$ cat src/rtl/ram_rsp_fifo.sv
// Response FIFO for the RAM port controller: registered head entry, count
// output used by the read-credit logic. Storage is not reset, only pointers.
module ram_rsp_fifo #(
   parameter int DATA_WIDTH = 32,
   parameter int DEPTH      = 2
) (
   input  logic                          clk,
   input  logic                          rst_n,
   input  logic                          push,
   input  logic [DATA_WIDTH-1:0]         push_data,
   input  logic                          pop,
   output logic                          rsp_valid,
   output logic [DATA_WIDTH-1:0]         rsp_rdata,
   output logic [$clog2(DEPTH+1)-1:0]    count
);
   localparam int PTR_W = (DEPTH > 1) ? $clog2(DEPTH) : 1;
   localparam int CNT_W = $clog2(DEPTH + 1);

   logic [DATA_WIDTH-1:0] mem_q [DEPTH];
   logic [PTR_W-1:0]      wr_ptr_q, wr_ptr_d;
   logic [PTR_W-1:0]      rd_ptr_q, rd_ptr_d;
   logic [CNT_W-1:0]      count_q, count_d;

   // DEPTH need not be a power of two, so pointers wrap explicitly.
   function automatic logic [PTR_W-1:0] ptr_inc(input logic [PTR_W-1:0] p);
      return (p == PTR_W'(DEPTH - 1)) ? '0 : p + 1'b1;
   endfunction

   always_comb begin
      wr_ptr_d = wr_ptr_q;
      rd_ptr_d = rd_ptr_q;
      count_d  = count_q;
      if (push) wr_ptr_d = ptr_inc(wr_ptr_q);
      if (pop)  rd_ptr_d = ptr_inc(rd_ptr_q);
      if (push && !pop)      count_d = count_q + 1'b1;
      else if (pop && !push) count_d = count_q - 1'b1;
   end

   always_ff @(posedge clk or negedge rst_n) begin
      if (!rst_n) begin
         wr_ptr_q <= '0;
         rd_ptr_q <= '0;
         count_q  <= '0;
      end else begin
         wr_ptr_q <= wr_ptr_d;
         rd_ptr_q <= rd_ptr_d;
         count_q  <= count_d;
      end
   end

   always_ff @(posedge clk) begin
      if (push) mem_q[wr_ptr_q] <= push_data;
   end

   assign rsp_valid = (count_q != '0);
   assign rsp_rdata = mem_q[rd_ptr_q];
   assign count     = count_q;
endmodule

$ cat src/rtl/ram_sync_port_ctrl.sv
// Request/response front end for a synchronous RAM with optional output
// register: writes pass straight through, reads are credit-limited so the
// response FIFO can never overflow.
module ram_sync_port_ctrl #(
   parameter int DATA_WIDTH = 32,
   parameter int ADDR_WIDTH = 8,
   parameter int OUTPUT_REG = 0
) (
   input  logic                    clk,
   input  logic                    rst_n,
   input  logic                    req_valid,
   output logic                    req_ready,
   input  logic                    req_we,
   input  logic [ADDR_WIDTH-1:0]   req_addr,
   input  logic [DATA_WIDTH-1:0]   req_wdata,
   input  logic [DATA_WIDTH/8-1:0] req_wstrb,
   output logic                    rsp_valid,
   input  logic                    rsp_ready,
   output logic [DATA_WIDTH-1:0]   rsp_rdata,
   output logic [DATA_WIDTH-1:0]   ram_wdata,
   output logic [ADDR_WIDTH-1:0]   ram_waddr,
   output logic                    ram_wvalid,
   output logic [DATA_WIDTH/8-1:0] ram_wstrb,
   output logic [ADDR_WIDTH-1:0]   ram_raddr,
   output logic                    ram_rvalid,
   output logic                    ram_oreg_cen,
   input  logic [DATA_WIDTH-1:0]   ram_rdata
);
   localparam int LAT       = 1 + OUTPUT_REG;
   localparam int RSP_DEPTH = LAT + 1;
   localparam int CNT_W     = $clog2(RSP_DEPTH + 1);
   localparam int OCC_W     = CNT_W + 1;

   logic [LAT-1:0]   rd_vld_q, rd_vld_d;
   logic [CNT_W-1:0] rsp_count;
   logic [OCC_W-1:0] inflight;
   logic [OCC_W-1:0] occupancy;
   logic             fifo_valid;
   logic             rsp_pop;
   logic             credit_ok;
   logic             accept;

   always_comb begin
      inflight = '0;
      for (int i = 0; i < LAT; i++) inflight = inflight + OCC_W'(rd_vld_q[i]);
   end

   // A pop in this cycle frees its slot in time for a read accepted now,
   // which is what allows one read per cycle with rsp_ready held high.
   assign rsp_pop   = fifo_valid & rsp_ready;
   assign occupancy = OCC_W'(rsp_count) + inflight - OCC_W'(rsp_pop);
   assign credit_ok = (occupancy < OCC_W'(RSP_DEPTH));
   assign req_ready = rst_n & (req_we | credit_ok);
   assign accept    = req_valid & req_ready;

   assign ram_wvalid = accept & req_we;
   assign ram_rvalid = accept & ~req_we;
   assign ram_waddr  = req_addr;
   assign ram_raddr  = req_addr;
   assign ram_wdata  = req_wdata;
   assign ram_wstrb  = req_wstrb;

   always_comb begin
      rd_vld_d    = '0;
      rd_vld_d[0] = ram_rvalid;
      for (int i = 1; i < LAT; i++) rd_vld_d[i] = rd_vld_q[i-1];
   end

   always_ff @(posedge clk or negedge rst_n) begin
      if (!rst_n) rd_vld_q <= '0;
      else        rd_vld_q <= rd_vld_d;
   end

   generate
      if (OUTPUT_REG != 0) begin : g_oreg
         assign ram_oreg_cen = rst_n & rd_vld_q[0];
      end else begin : g_no_oreg
         assign ram_oreg_cen = 1'b0;
      end
   endgenerate

   ram_rsp_fifo #(
      .DATA_WIDTH (DATA_WIDTH),
      .DEPTH      (RSP_DEPTH)
   ) u_rsp_fifo (
      .clk       (clk),
      .rst_n     (rst_n),
      .push      (rd_vld_q[LAT-1]),
      .push_data (ram_rdata),
      .pop       (rsp_pop),
      .rsp_valid (fifo_valid),
      .rsp_rdata (rsp_rdata),
      .count     (rsp_count)
   );

   assign rsp_valid = rst_n & fifo_valid;
endmodule

$ cat config.mk
export PLATFORM = sky130hd
export DESIGN_NAME = ram_sync_port_ctrl
export DESIGN_NICKNAME = d
export VERILOG_FILES = /design/src/rtl/ram_rsp_fifo.sv /design/src/rtl/ram_sync_port_ctrl.sv
export SDC_FILE = /design/constraint.sdc
export NUM_CORES = 1
export LEC_CHECK = 0
export CAP_MARGIN = 20
export CORE_MARGIN = 2
export CORE_UTILIZATION = 39
export CTS_CLUSTER_SIZE = 20
export DETAILED_ROUTE_END_ITERATION = 8
export GPL_TIMING_DRIVEN = 0
export HOLD_SLACK_MARGIN = 0.08
export PLACE_DENSITY = 0.89
export SYNTH_ARGS = -nofsm -noshare
export SYNTH_HDL_FRONTEND = slang
export SYNTH_SLANG_ARGS = --single-unit
$ cat constraint.sdc
create_clock -name clk -period 2.7 [get_ports clk]
set_input_delay 0.27 -clock clk [delete_from_list [all_inputs] [get_ports clk]]
set_output_delay 0.27 -clock clk [all_outputs]
set_load 0.005 [all_outputs]
==> results.md <==
- Hold Crit Class: primary input to asynchronous set/reset pin
- Largest net degree at the start of global routing: 33
- Status: complete, no violations
- Wire per inst: 14.5 um
- Setup-failing EPs final: 0
- Max-cap check violation count: 0
- Clock Path Buffers: 2
- Seq/Total Area, Yosys: 65.0%
- Yosys reg bits: between 60 and 70
- Gpl congestion: ~0.73
- Worst r2r src: u_rsp_fifo.count[1]$_DFFE_PN0P_
- Worst vdd ir: 0.000301 V
- Iter 0 DRT Violations: 40
- Post-synth EDFFs: 64
- Post-synthesis instance total: 183
- Antenna violations before repair: 0
- H-tree levels: 3
- Reg2Reg Depth: 6
- Post-Syn Nets: around 270
- Final ANT Viol Nets: 0
- FMAX: 0.387 GHz
- Vias in the first global route: 2,031
- Nets: 408
- Cell-by-cell trace of the critical path: o21ai_2 > inv_1 > ha_1 > nor2b_2 > fa_2 > nor2_1 > o21a_1 > dlygate4sd2_1
- Io pins: 170
- Drt first pass iters: 4
- Worst reg2reg endpoint: rd_vld_q$_DFF_PN0_
- Synth cell types: 20
- Clock root buffer: clkbuf_8
- Min Hold Slack: roughly 220 ps
- Post-synth ARST share: 7.25%
- Die Span Y: 93.8 um
- Worst-case clock skew: 5.56 ps
- Post-synth top cells: edfxtp_1, buf_4, mux2_4
- TritonCTS clock tree: done
- Vias: 1,888
- Post-Layout Inst Area: 4800 sq um
- Worst-Skew Late Latency: 330 ps
- Total core area: 7770 sq um
- WL final: 6260 um
- Post-synth top area share: 61.0%
- Placed cell areas: 4550 sq um
- Fill count: 591
- Final min period: 2580 ps
- Main flop type after synthesis: edfxtp_1
- Cell row count: 32
- Average size of a mapped cell: 17.2 sq um
- Die Wd: 93.8 um
- Area leader, netlist: edfxtp_1
- Most common cell in the netlist: edfxtp_1
- DRC errors left: 0
- Leak: 1.89 nW
- Unrepaired setup endpoints after global routing: no
- Worst slew margin: around half
- IO Port Bufs: 124
- Internal reg-to-reg setup slack: 800 ps
- GRT overflow: 0
- Die area: between 8000 and 9000 sq um
- Critical path peak fanout: 2
- Final Hold Viols: 0
- Clock Sinks: 69
- Final TNS setup: 0 ps
- Global-route wire length before repair: around 9500 um
- Crit path required time: 2430 ps
- CP Class: register to output pin
- Gr usage total: 14.3%
- Diodes inserted: 0
- Worst endpoint data arrival time: 2310 ps
- Post-Syn Area: roughly 3100 sq um
- Ys Warns: 0
- Worst setup EP type: output pin
- Detail Placement HPWL: 4720 um
- Slew Limit Fails: 0
- Critical Path Slowest Stage Cell: fa_2
- CP startpoint kind: register
- Largest cells by area after synthesis: edfxtp_1, mux2_4, buf_4
- Final Util: 61.7%
- Area growth syn-to-layout: 52.3%
- Crit share post-route: 95.7%
- Via density: 4.38
- Layout cell share with drive strength beyond 1: 36.5%
- Worst path max stage delay: approximately 460 ps
- Clock transition at path regs: roughly 70 ps
- Inserted Clock Buffers: 9
- Post-CTS Hold Buffers: 0
- Initial Util: 40.5%
- Power per cell area: 724 nW/um^2
- Least-Margin Pin Slew: 777 ps
-- where the power goes --
group,internal [mW],switching (mW),leakage (nW)
clock,0.431,0.397,0.100
sequential,1.27,0.0419,0.636
combinational,0.873,0.460,1.15
total,2.57,0.899,1.89
-- placed cells by master, fill, tap and decap left out --
cell	Yosys	routed
and2_2	0	1
buf_6	4	4
clkinvlp_4	0	1
edfxtp_1	64	64
dfrtp_2	0	1
mux2_4	29	29
inv_6	0	2
buf_4	53	58
buf_16	0	1
nand2_1	1	1
fa_2	0	1
and3_1	1	1
dlygate4sd2_1	0	1
xnor2_2	0	1
mux2_2	3	3
clkbuf_2	0	1
bufinv_16	0	1
nor2b_4	0	1
nor2b_2	0	1
conb_1	1	1
clkinv_4	0	1
xnor2_1	4	3
nor2_1	2	2
o21a_1	2	2
o21ai_2	1	1
dfrtp_1	5	4
xor2_1	2	2
ha_1	2	2
nor4_2	1	1
inv_1	4	4
clkinv_2	0	2
clkdlybuf4s50_1	0	122
clkbuf_8	0	9
-- layout make-up --
type | instances | area (sq um) | share of cell area [%]
Sequential cell | 69 | 2050 | 42.7
Tap cell | 102 | 128 | 2.66
Buffer | 57 | 443 | 9.24
Multi-Input combinational cell | 53 | 664 | 13.9
Inverter | 4 | 15.0 | 0.313
Clock buffer | 9 | 124 | 2.58
Clock inverter | 7 | 73.8 | 1.54
Timing Repair Buffer | 130 | 1300 | 27.1
-- how the worst max path moves through the flow --
stage	slack [ps]	start	cells after the start	to
finish	120	u_rsp_fifo.count[1]$_DFFE_PN0P_	8	req_ready
detailed placement	-140	rsp_ready	8	ram_rvalid
floorplan	420	rd_vld_q$_DFF_PN0_	1	u_rsp_fifo.mem_q[0][0]$_DFFE_PP_
global placement	-420	rd_vld_q$_DFF_PN0_	1	u_rsp_fifo.mem_q[0][13]$_DFFE_PP_
CTS	9	u_rsp_fifo.count[0]$_DFFE_PN0P_	7	ram_rvalid
global route	0.2	u_rsp_fifo.count[1]$_DFFE_PN0P_	8	req_ready
-- critical path, delay by kind of cell, from the launching register on --
family	cells	cell delay, ps
fa+ha+maj	2	740
flops	1	400
buf+inv	2	300
compound gates	2	270
simple gates	2	260
-- routing by layer --
metal  vias to the layer above  wire length, um  track usage (%)
met3                        13              561             5.06
li1                        879                -                -
met4                         0              108             6.88
met2                       104             3480             26.4
met1                       892             2110             14.1
met5                         -                0                0
-- per-stage QoR --
| stage | setup WS [ps] | std cells | total power, mW |
|---|---|---|---|
| finish | 117 | 431 | 3.47 |
| global route | 0.202 | 431 | 3.64 |
| CTS | 8.80 | 430 | 3.51 |
| detailed placement | -136 | 410 | 2.62 |
| global placement | -419 | 409 | 2.57 |
| floorplan | 417 | 183 | 2.05 |
-- logic make-up (layout without fill, tap and decap cells) --
| logic type | after synthesis | count (layout) | synth area share (%) |
|---|---|---|---|
| mux | 32 | 32 | 14.9 |
| simple gates | 8 | 8 | 1.55 |
| compound gates | 3 | 3 | 0.755 |
| other cells | 1 | 1 | 0.119 |
| flops | 69 | 69 | 65.0 |
| xor+xnor | 6 | 6 | 1.67 |
| buf+inv | 61 | 207 | 14.5 |
| fa+ha+maj | 3 | 3 | 1.43 |
-- registers in the layout, summed over array words and instances (netlist names) --
| register | count |
|---|---|
| rd_vld_q | 1 |
| u_rsp_fifo.rd_ptr_q | 1 |
| u_rsp_fifo.mem_q | 64 |
| u_rsp_fifo.count | 2 |
| u_rsp_fifo.wr_ptr_q | 1 |
-- what timing repair did --
item,CTS,global route
gates resized for setup,6,2
pin swaps,2,1
endpoints found under the hold margin,0,0
buffers inserted,4,1
endpoints found under the setup margin,2,2
(Power assumes the default switching activity.)
